[src/rtl/frame_buf_reader.sv]
// frame_buf_reader: read-side raster scan engine for frame_buf.
// Generates raster counters, drives the active-low read strobe, captures the
// returned pixels and presents them with aligned de/hsync/vsync/frame_start.
module frame_buf_reader #(
    parameter int DATA_WIDTH = 24,
    parameter int H_ACTIVE   = 640,
    parameter int H_FP       = 16,
    parameter int H_SYNC     = 96,
    parameter int H_BP       = 48,
    parameter int V_ACTIVE   = 480,
    parameter int V_FP       = 10,
    parameter int V_SYNC     = 2,
    parameter int V_BP       = 33
) (
    input  logic                  rd_clk,
    input  logic                  reset,
    input  logic                  enable,
    input  logic                  fb_ready,
    input  logic [DATA_WIDTH-1:0] data_in,
    output logic                  rd_en_out,
    output logic [DATA_WIDTH-1:0] pix_data,
    output logic                  de,
    output logic                  hsync,
    output logic                  vsync,
    output logic                  frame_start,
    output logic                  underflow
);

    localparam int H_TOTAL = H_ACTIVE + H_FP + H_SYNC + H_BP;
    localparam int V_TOTAL = V_ACTIVE + V_FP + V_SYNC + V_BP;
    localparam int H_W     = $clog2(H_TOTAL);
    localparam int V_W     = $clog2(V_TOTAL);

    localparam int H_SYNC_START = H_ACTIVE + H_FP;
    localparam int H_SYNC_END   = H_ACTIVE + H_FP + H_SYNC;
    localparam int V_SYNC_START = V_ACTIVE + V_FP;
    localparam int V_SYNC_END   = V_ACTIVE + V_FP + V_SYNC;

    localparam logic [H_W-1:0] H_LAST = H_W'(H_TOTAL - 1);
    localparam logic [V_W-1:0] V_LAST = V_W'(V_TOTAL - 1);

    typedef enum logic [1:0] {
        ST_IDLE,
        ST_WAIT,
        ST_SCAN
    } state_t;

    state_t state_q, state_d;

    logic [H_W-1:0] h_cnt_q, h_cnt_d;
    logic [V_W-1:0] v_cnt_q, v_cnt_d;

    // Raster position decode for the current cycle
    logic in_scan;
    logic act_now;
    logic hs_now;
    logic vs_now;
    logic fs_now;
    logic end_of_line;
    logic end_of_frame;

    // Three-stage alignment pipeline for the timing flags
    logic act_p1_q, act_p1_d;
    logic act_p2_q, act_p2_d;
    logic hs_p1_q,  hs_p1_d;
    logic hs_p2_q,  hs_p2_d;
    logic vs_p1_q,  vs_p1_d;
    logic vs_p2_q,  vs_p2_d;
    logic fs_p1_q,  fs_p1_d;
    logic fs_p2_q,  fs_p2_d;

    // Registered outputs
    logic                  rd_en_q,       rd_en_d;
    logic [DATA_WIDTH-1:0] pix_data_q,    pix_data_d;
    logic                  de_q,          de_d;
    logic                  hsync_q,       hsync_d;
    logic                  vsync_q,       vsync_d;
    logic                  frame_start_q, frame_start_d;
    logic                  underflow_q,   underflow_d;

    // Decode where the counters sit in the raster; everything is gated by SCAN
    always_comb begin
        in_scan      = (state_q == ST_SCAN);
        act_now      = in_scan && (int'(h_cnt_q) < H_ACTIVE) && (int'(v_cnt_q) < V_ACTIVE);
        hs_now       = in_scan && (int'(h_cnt_q) >= H_SYNC_START) && (int'(h_cnt_q) < H_SYNC_END);
        vs_now       = in_scan && (int'(v_cnt_q) >= V_SYNC_START) && (int'(v_cnt_q) < V_SYNC_END);
        fs_now       = in_scan && (h_cnt_q == '0) && (v_cnt_q == '0);
        end_of_line  = (h_cnt_q == H_LAST);
        end_of_frame = end_of_line && (v_cnt_q == V_LAST);
    end

    // Next-state logic: SCAN only re-evaluates enable/fb_ready at end of frame
    always_comb begin
        state_d = state_q;
        case (state_q)
            ST_IDLE: begin
                if (enable) begin
                    state_d = ST_WAIT;
                end
            end
            ST_WAIT: begin
                if (!enable) begin
                    state_d = ST_IDLE;
                end else if (fb_ready) begin
                    state_d = ST_SCAN;
                end
            end
            ST_SCAN: begin
                if (end_of_frame) begin
                    if (!enable) begin
                        state_d = ST_IDLE;
                    end else if (!fb_ready) begin
                        state_d = ST_WAIT;
                    end
                end
            end
            default: begin
                state_d = ST_IDLE;
            end
        endcase
    end

    // Raster counters run only in SCAN; they wrap to 0 at the end of a frame,
    // which is also the value they hold in IDLE and WAIT
    always_comb begin
        h_cnt_d = '0;
        v_cnt_d = '0;
        if (in_scan) begin
            if (end_of_line) begin
                h_cnt_d = '0;
                if (end_of_frame) begin
                    v_cnt_d = '0;
                end else begin
                    v_cnt_d = v_cnt_q + 1'b1;
                end
            end else begin
                h_cnt_d = h_cnt_q + 1'b1;
                v_cnt_d = v_cnt_q;
            end
        end
    end

    // Read strobe, flag pipeline, pixel capture and sticky underflow
    always_comb begin
        rd_en_d       = ~act_now;
        act_p1_d      = act_now;
        act_p2_d      = act_p1_q;
        hs_p1_d       = hs_now;
        hs_p2_d       = hs_p1_q;
        vs_p1_d       = vs_now;
        vs_p2_d       = vs_p1_q;
        fs_p1_d       = fs_now;
        fs_p2_d       = fs_p1_q;
        de_d          = act_p2_q;
        hsync_d       = ~hs_p2_q;
        vsync_d       = ~vs_p2_q;
        frame_start_d = fs_p2_q;
        pix_data_d    = '0;
        if (act_p2_q) begin
            pix_data_d = data_in;
        end
        underflow_d   = underflow_q | (act_now & ~fb_ready);
    end

    // State and counter registers with synchronous active-low reset
    always_ff @(posedge rd_clk) begin
        if (!reset) begin
            state_q <= ST_IDLE;
            h_cnt_q <= '0;
            v_cnt_q <= '0;
        end else begin
            state_q <= state_d;
            h_cnt_q <= h_cnt_d;
            v_cnt_q <= v_cnt_d;
        end
    end

    // Pipeline and output registers; reset flushes the pipeline to idle levels
    always_ff @(posedge rd_clk) begin
        if (!reset) begin
            act_p1_q      <= 1'b0;
            act_p2_q      <= 1'b0;
            hs_p1_q       <= 1'b0;
            hs_p2_q       <= 1'b0;
            vs_p1_q       <= 1'b0;
            vs_p2_q       <= 1'b0;
            fs_p1_q       <= 1'b0;
            fs_p2_q       <= 1'b0;
            rd_en_q       <= 1'b1;
            pix_data_q    <= '0;
            de_q          <= 1'b0;
            hsync_q       <= 1'b1;
            vsync_q       <= 1'b1;
            frame_start_q <= 1'b0;
            underflow_q   <= 1'b0;
        end else begin
            act_p1_q      <= act_p1_d;
            act_p2_q      <= act_p2_d;
            hs_p1_q       <= hs_p1_d;
            hs_p2_q       <= hs_p2_d;
            vs_p1_q       <= vs_p1_d;
            vs_p2_q       <= vs_p2_d;
            fs_p1_q       <= fs_p1_d;
            fs_p2_q       <= fs_p2_d;
            rd_en_q       <= rd_en_d;
            pix_data_q    <= pix_data_d;
            de_q          <= de_d;
            hsync_q       <= hsync_d;
            vsync_q       <= vsync_d;
            frame_start_q <= frame_start_d;
            underflow_q   <= underflow_d;
        end
    end

    assign rd_en_out   = rd_en_q;
    assign pix_data    = pix_data_q;
    assign de          = de_q;
    assign hsync       = hsync_q;
    assign vsync       = vsync_q;
    assign frame_start = frame_start_q;
    assign underflow   = underflow_q;

endmodule

[config.mk]
export PLATFORM = sky130hd
export DESIGN_NAME = frame_buf_reader
export DESIGN_NICKNAME = d
export VERILOG_FILES = /design/src/rtl/frame_buf_reader.sv
export SDC_FILE = /design/constraint.sdc
export NUM_CORES = 1
export LEC_CHECK = 0
export CORE_ASPECT_RATIO = 0.5
export CORE_MARGIN = 1.5
export CORE_UTILIZATION = 55
export DETAILED_ROUTE_END_ITERATION = 10
export DONT_BUFFER_PORTS = 1
export PLACE_DENSITY = 0.73
export SLEW_MARGIN = 0
export SYNTH_ARGS = -nofsm -noshare
export SYNTH_HDL_FRONTEND = slang
export SYNTH_SLANG_ARGS = --single-unit
[constraint.sdc]
create_clock -name rd_clk -period 2.1 [get_ports rd_clk]
set_clock_uncertainty 0.2 [all_clocks]
set_input_delay 0.42 -clock rd_clk [delete_from_list [all_inputs] [get_ports rd_clk]]
set_output_delay 0.42 -clock rd_clk [all_outputs]
set_load 0.005 [all_outputs]
==> results.py, run 1 <==
metrics = {
    "critical_path": {
        "cp_num_buf_inv": 0,
        "timing.critical_path.slowest_stage_cell": "sky130_fd_sc_hd__or4_4",
        "worst_path_dominant_cell_family": "simple AND/OR/NAND/NOR gates",
        "critical_path.reg2reg.startpoint": "h_cnt_q[1]",
        "setup.worst_path.end_class": "flop",
        "critPathArrivalTime_ns": 2.13,
        "critical_path.cell_chain": "ha_2 -> nand4_1 -> or3_4 -> or4_4 -> a21oi_2",
        "critPathLaunchType": "flop",
        "critical_path_class": "flop to flop",
        "worst_r2r_endpoint": "v_cnt_q[8]",
        "worst_ep_required_time_ns": 2.16,
        "crit_path_max_incr_delay_ns": 0.52,
        "worstRegToRegCells": 5,
        "largest_fanout_of_any_net_on_the_critical_path": 4,
        "worst-r2r-setup-slack_ns": 0.03,
    },
    "sta": {
        "maxClockFrequency_mhz": 483.6,
        "setup_tns_final_ns": 0,
        "fin_ws_ns": 0.03210,
        "post-route-min-period_ns": 2.068,
        "worst-slew-pin-transition_ns": 0.6009,
        "post-route-period-util": 0.9847,
        "max-slew-margin-rel": 0.5988,
        "finalSetupViolCount": 0,
        "maxSlewViolCount": 0,
        "hold_viol": 0,
    },
    "power_and_ir_drop": {
        "power_leakage_nw": 1.020,
        "fin_total_pwr_mw": 2.184,
        "ir_drop_uv": 470.2,
        "power_density_nw_per_um2": 855.3,
    },
    "min_path": {
        "hold_depth": 2,
        "min_delay_worst_endpoint": "underflow",
        "hp-start": "reset",
        "timing.hold.worst.class": "primary input to flop",
    },
    "global_route": {
        "grt_max_degree": 35,
        "global_route_wire_length_before_repair_um": 6720,
        "globalRouteTotalUtil": 0.2214,
        "residual_overflow_from_global_routing": 0,
        "antenna_found_initial": 0,
        "via_count_of_the_first_global_routing_pass": 1429,
    },
    "synthesis": {
        "syn_avg_cell_area_um2": 9.801,
        "synth_cells": 216,
        "synth_top_family_by_area": "simple AND/OR/NAND/NOR gates",
        "synth-seq-area-share": 0.5674,
        "synth.mux.area_fraction": 0,
        "synth_xor_area_frac": 0.06206,
        "synth_nets": 248,
        "synth-compound-area-share": 0.03783,
        "post_synth_fa_ha_maj_area_fraction": 0.02364,
        "netlist_area_um2": 2117,
        "ys_types": 30,
        "yosys_warnings": 0,
        "synthSimpleGateAreaFrac": 0.2796,
        "number_of_synthesized_register_bits": 60,
    },
    "clock_tree": {
        "htreeDepth": 3,
        "cts_made_buffers": 9,
        "clock-sinks": 60,
        "tritoncts": "done",
        "cts.clk_slew.worst_paths_ns": 0.07,
        "clock_tree.buffer_depth": 2,
        "clock-root-buffer": "sky130_fd_sc_hd__clkbuf_8",
        "clkLatencyLatePin_ns": 0.33,
    },
    "layout": {
        "final_core_utilization": 0.7161,
        "mostFrequentLayoutCell": "sky130_fd_sc_hd__dfxtp_1",
        "design.final.nets": 272,
        "synthToLayoutAreaGrowth_pct": 20.63,
        "antennaDiodeCount": 0,
        "layout_common_cells": "sky130_fd_sc_hd__dfxtp_1, sky130_fd_sc_hd__and3_1, sky130_fd_sc_hd__nor2_1, sky130_fd_sc_hd__buf_4, sky130_fd_sc_hd__nand2_1",
        "drive_gt1_frac": 0.1837,
        "layout.cells.non_filler": 296,
    },
    "job": {
        "cap_violations": 0,
    },
    "route": {
        "routed_wire_length_per_instance_um": 15.64,
        "drc_errors": 0,
        "drtAntennaViolNets": 0,
        "via_count": 1644,
        "first_iter_violations": 168,
        "postRouteWirelength_um": 4628,
        "drt_pre_antenna_iters": 4,
        "post_drt_via_cell_ratio": 5.554,
    },
    "floorplanning": {
        "die_h_um": 46.87,
        "fp-row-count": 15,
        "width_of_the_die_um": 90.74,
        "initial_core_util": 0.5937,
        "coreArea_um2": 3566,
        "floorplan.die_area_um2": 4253,
        "io-pin-count": 58,
    },
    "run_status": {
        "status": "finished, final reports clean",
    },
    "placement": {
        "port-buffer-count": 0,
        "place.detailed.hpwl_um": 3124,
        "dpl_worst_slack_ns": -0.02073,
        "dp_cells": 272,
        "gpl.final_weighted_congestion": 0.8379,
    },
}
## where the power goes
group	switching (mW)	leakage, nW	internal, mW
Combinational	0.0107	0.438	0.0147
Clock	0.458	0.0958	0.552
Sequential	0.00558	0.486	1.14
## worst max path at each step
stage	start	to	cells after the start
floorplan	h_cnt_q[6]	v_cnt_q[8]	5
finish	h_cnt_q[1]	v_cnt_q[8]	5
global placement	h_cnt_q[6]	v_cnt_q[8]	4
detailed placement	h_cnt_q[1]	v_cnt_q[7]	5
global route	h_cnt_q[1]	v_cnt_q[8]	5
CTS	h_cnt_q[0]	v_cnt_q[7]	5
## state kept, by name (all words and copies together), names as in the netlist
signal and count:
pix_data 24, h_cnt_q 10, v_cnt_q 10, state_q 2, act_p1_q 1, act_p2_q 1, de 1, frame_start 1
frame_start_d 1, fs_p1_q 1, hs_p1_q 1, hs_p2_q 1, hsync 1, rd_en_out 1, underflow 1, vs_p1_q 1
vs_p2_q 1, vsync 1
## synthesized netlist by cell type
master / instances / area, um^2
sky130_fd_sc_hd__dfxtp_1: 60 / 1201
sky130_fd_sc_hd__and3_1: 27 / 168.9
sky130_fd_sc_hd__nor2_1: 21 / 78.83
sky130_fd_sc_hd__nand2_1: 13 / 48.80
sky130_fd_sc_hd__xnor2_1: 12 / 105.1
sky130_fd_sc_hd__nand3_1: 8 / 40.04
sky130_fd_sc_hd__nor4_1: 8 / 50.05
sky130_fd_sc_hd__clkbuf_1: 7 / 26.28
sky130_fd_sc_hd__inv_1: 7 / 26.28
sky130_fd_sc_hd__and2_1: 6 / 37.54
sky130_fd_sc_hd__nand4_1: 6 / 37.54
sky130_fd_sc_hd__a21oi_1: 5 / 25.02
sky130_fd_sc_hd__o21ai_0: 5 / 25.02
sky130_fd_sc_hd__ha_1: 4 / 50.05
sky130_fd_sc_hd__nor3_1: 4 / 20.02
sky130_fd_sc_hd__or3_1: 4 / 25.02
sky130_fd_sc_hd__nand3b_1: 3 / 22.52
sky130_fd_sc_hd__xor2_1: 3 / 26.28
sky130_fd_sc_hd__buf_2: 2 / 10.01
sky130_fd_sc_hd__a2111oi_0: 1 / 8.760
sky130_fd_sc_hd__a21o_1: 1 / 7.510
sky130_fd_sc_hd__a31oi_1: 1 / 6.260
sky130_fd_sc_hd__and3_2: 1 / 7.510
sky130_fd_sc_hd__and3b_1: 1 / 8.760
sky130_fd_sc_hd__nor2b_1: 1 / 6.260
sky130_fd_sc_hd__o31ai_1: 1 / 7.510
sky130_fd_sc_hd__or3_4: 1 / 11.26
sky130_fd_sc_hd__or4_1: 1 / 7.510
sky130_fd_sc_hd__or4_4: 1 / 11.26
sky130_fd_sc_hd__or4b_2: 1 / 10.01
## timing repair
action                                 4_1_cts  5_1_grt
setup buffers                                2        2
hold buffers                                 3        1
pin swaps                                    0        2
endpoints found under the hold margin        6        1
setup endpoints to repair                    3        3
gates resized for setup                      1        4
## routing by layer
metal  up-vias  track usage  share of wire
li1        795            -              -
met1       771       0.2552           0.45
met5         -            0              0
met4         0      0.08571         0.0054
met2        73       0.3534           0.47
met3         5       0.1278          0.071
## stage by stage
stage	instance area [um^2]	hold WS, ns
after floorplan	2128	0.1434
after global placement	2267	0.1519
after detailed placement	2267	0.1576
after CTS	2514	0.001362
after global routing	2554	-0.0002202
final	2554	0.01936
## cells by family (layout without fill, tap and decap cells)
logic type	after synthesis	count (layout)
and+or+nand+nor	107	107
AOI/OAI and AO/OA	14	14
adders and majority gates	4	4
xor gates and xnor gates	15	15
DFF	60	60
buffers and inverters	16	45
## area by class of cell
class / count / area [um^2]
well taps: 51 / 63.81
multi-input cells: 140 / 868.3
flip-flops and latches: 60 / 1207
clock inverters: 7 / 76.32
fillers: 247 / 1012
inverters: 7 / 26.28
clock buffers: 9 / 123.9
repair buffers: 22 / 187.7
No activity file was read; power rests on OpenSTA's default activity.
==> run 2: changes to the inputs <==
--- a/config.mk
+++ b/config.mk
@@ -10,6 +10,7 @@
 export CORE_UTILIZATION = 55
 export DETAILED_ROUTE_END_ITERATION = 10
 export DONT_BUFFER_PORTS = 1
+export GPL_TIMING_DRIVEN = 0
 export PLACE_DENSITY = 0.73
 export SLEW_MARGIN = 0
 export SYNTH_ARGS = -nofsm -noshare
==> results.py, run 2 (same netlist as run 1, synthesis figures left out) <==
metrics = {
    "run_status": {
        "status": "finished, final reports clean",
    },
    "critical_path": {
        "crit_path_max_incr_delay_ns": 0.52,
        "critical_path.reg2reg.startpoint": "h_cnt_q[6]",
        "critical_path.cell_chain": "or3_4 -> or3_4 -> or4_1 -> a21oi_2",
        "critPathArrivalTime_ns": 2.12,
        "setup.worst_path.end_class": "flop",
        "worst_r2r_endpoint": "v_cnt_q[8]",
        "largest_fanout_of_any_net_on_the_critical_path": 4,
        "critical_path_class": "flop to flop",
        "critical_path.most_common_cell": "sky130_fd_sc_hd__or3_4",
        "worst_ep_required_time_ns": 2.17,
        "worst-r2r-setup-slack_ns": 0.05,
        "timing.critical_path.slowest_stage_cell": "sky130_fd_sc_hd__or4_1",
        "cp_num_buf_inv": 0,
        "worstRegToRegCells": 4,
        "critPathLaunchType": "flop",
        "worst_path_dominant_cell_family": "simple AND/OR/NAND/NOR gates",
    },
    "floorplanning": {
        "io-pin-count": 58,
        "coreArea_um2": 3566,
        "fp-row-count": 15,
        "width_of_the_die_um": 90.74,
        "floorplan.die_area_um2": 4253,
        "initial_core_util": 0.5937,
        "die_h_um": 46.87,
    },
    "sta": {
        "worst-slew-pin-transition_ns": 0.3734,
        "maxClockFrequency_mhz": 487.0,
        "max-slew-margin-rel": 0.7488,
        "finalHoldWorstSlack_ns": 0.04295,
        "setup_repair_after_global_routing_missed_its_margin": "yes",
        "fin_ws_ns": 0.04670,
        "maxSlewViolCount": 0,
        "post-route-min-period_ns": 2.053,
        "finalSetupViolCount": 0,
        "hold_viol": 0,
        "post-route-period-util": 0.9778,
    },
    "route": {
        "first_iter_violations": 70,
        "drt_pre_antenna_iters": 4,
        "via_count": 1579,
        "drc_errors": 0,
        "postRouteWirelength_um": 4253,
        "drtAntennaViolNets": 0,
        "post_drt_via_cell_ratio": 5.445,
        "routed_wire_length_per_instance_um": 14.67,
    },
    "clock_tree": {
        "clock_tree.buffer_depth": 2,
        "clock-root-buffer": "sky130_fd_sc_hd__clkbuf_8",
        "cts.clk_slew.worst_paths_ns": 0.07,
        "htreeDepth": 3,
        "tritoncts": "done",
        "clkLatencyLatePin_ns": 0.33,
        "clock-sinks": 60,
        "cts_made_buffers": 9,
    },
    "layout": {
        "mostFrequentLayoutCell": "sky130_fd_sc_hd__dfxtp_1",
        "largest_register_ffs": 24,
        "fillers": 270,
        "final_design_area_no_fill_um2": 2472,
        "register_area_um2": 1217,
        "antennaDiodeCount": 0,
        "final_core_utilization": 0.6933,
        "layout.cells.non_filler": 290,
        "layout_common_cells": "sky130_fd_sc_hd__dfxtp_1, sky130_fd_sc_hd__and3_1, sky130_fd_sc_hd__nor2_1, sky130_fd_sc_hd__nand2_1, sky130_fd_sc_hd__xnor2_1",
        "synthToLayoutAreaGrowth_pct": 16.78,
        "area_of_the_multi_input_gates_um2": 888.4,
        "design.final.nets": 266,
        "drive_gt1_frac": 0.1632,
    },
    "power_and_ir_drop": {
        "power_leakage_nw": 0.9552,
        "power_density_nw_per_um2": 838.4,
        "ir_drop_uv": 361.7,
    },
    "min_path": {
        "hold_depth": 1,
        "min_delay_worst_endpoint": "pix_data[18]",
        "timing.hold.worst.class": "primary input to flop",
        "hp-start": "data_in[18]",
    },
    "global_route": {
        "via_count_of_the_first_global_routing_pass": 1349,
        "global_route_wire_length_before_repair_um": 6561,
        "globalRouteTotalUtil": 0.2103,
        "grt_max_degree": 13,
        "residual_overflow_from_global_routing": 0,
        "antenna_found_initial": 0,
    },
    "placement": {
        "dp_cells": 267,
        "port-buffer-count": 0,
        "dpl_worst_slack_ns": -0.1602,
        "place_area_um2": 2192,
        "place.detailed.hpwl_um": 2933,
        "gpl.final_weighted_congestion": 0.8300,
    },
    "job": {
        "cap_violations": 0,
    },
}
-- run 2: cell count changes in the layout (fill, tap and decap cells not counted), sizes merged --
| cell | change |
|---|---|
| buf | -10 |
| bufinv | -1 |
| clkbuf | +6 |
| clkinv | +2 |
| clkinvlp | -1 |
| dlygate4sd3 | -2 |
-- run 2: per-layer routing --
layer | share of wire | up-vias | track usage
met2 | 0.46 | 63 | 0.3564
met3 | 0.073 | 5 | 0.09061
met4 | 0.0094 | 0 | 0.09206
li1 | - | 783 | -
met1 | 0.46 | 728 | 0.2445
met5 | 0 | - | 0
-- run 2: stage by stage --
| stage | power, mW | setup TNS, ns |
|---|---|---|
| floorplan | 1.193 | 0 |
| global placement | 1.200 | -0.9689 |
| detailed placement | 1.202 | -0.9924 |
| CTS | 2.105 | 0 |
| global route | 2.152 | -0.005856 |
| finish | 2.073 | 0 |
-- run 2: report_power, final --
| group | switching [mW] | internal, mW |
|---|---|---|
| clock | 0.466 | 0.432 |
| sequential | 0.00505 | 1.14 |
| combinational | 0.0179 | 0.0123 |
-- run 2: worst max-delay path by stage --
stage / slack (ns) / cells past startpoint / startpoint / to
detailed placement: -0.16 / 5 / h_cnt_q[1] / v_cnt_q[8]
floorplan: 0.004 / 5 / h_cnt_q[6] / v_cnt_q[8]
finish: 0.05 / 4 / h_cnt_q[6] / v_cnt_q[8]
CTS: 0.0007 / 5 / h_cnt_q[1] / v_cnt_q[8]
global route: -0.006 / 4 / h_cnt_q[6] / v_cnt_q[7]
global placement: -0.14 / 5 / h_cnt_q[1] / v_cnt_q[8]
-- run 2: cell type report --
| cell class | count | area share |
|---|---|---|
| clock buffer | 9 | 0.05010 |
| tap | 51 | 0.02581 |
| clock inverter | 7 | 0.02126 |
| timing repair buffer | 9 | 0.02935 |
| inverter | 7 | 0.01063 |
| multi-input combinational | 140 | 0.3593 |
| sequential | 60 | 0.4924 |
| buffer | 7 | 0.01113 |
-- run 2: what timing repair did --
item	in CTS	in global routing
pin swaps	5	4
gates resized for setup	6	8
buffers inserted	5	2
endpoints found under the setup margin	10	5
hold buffers	2	0
hold endpoints to repair	2	0
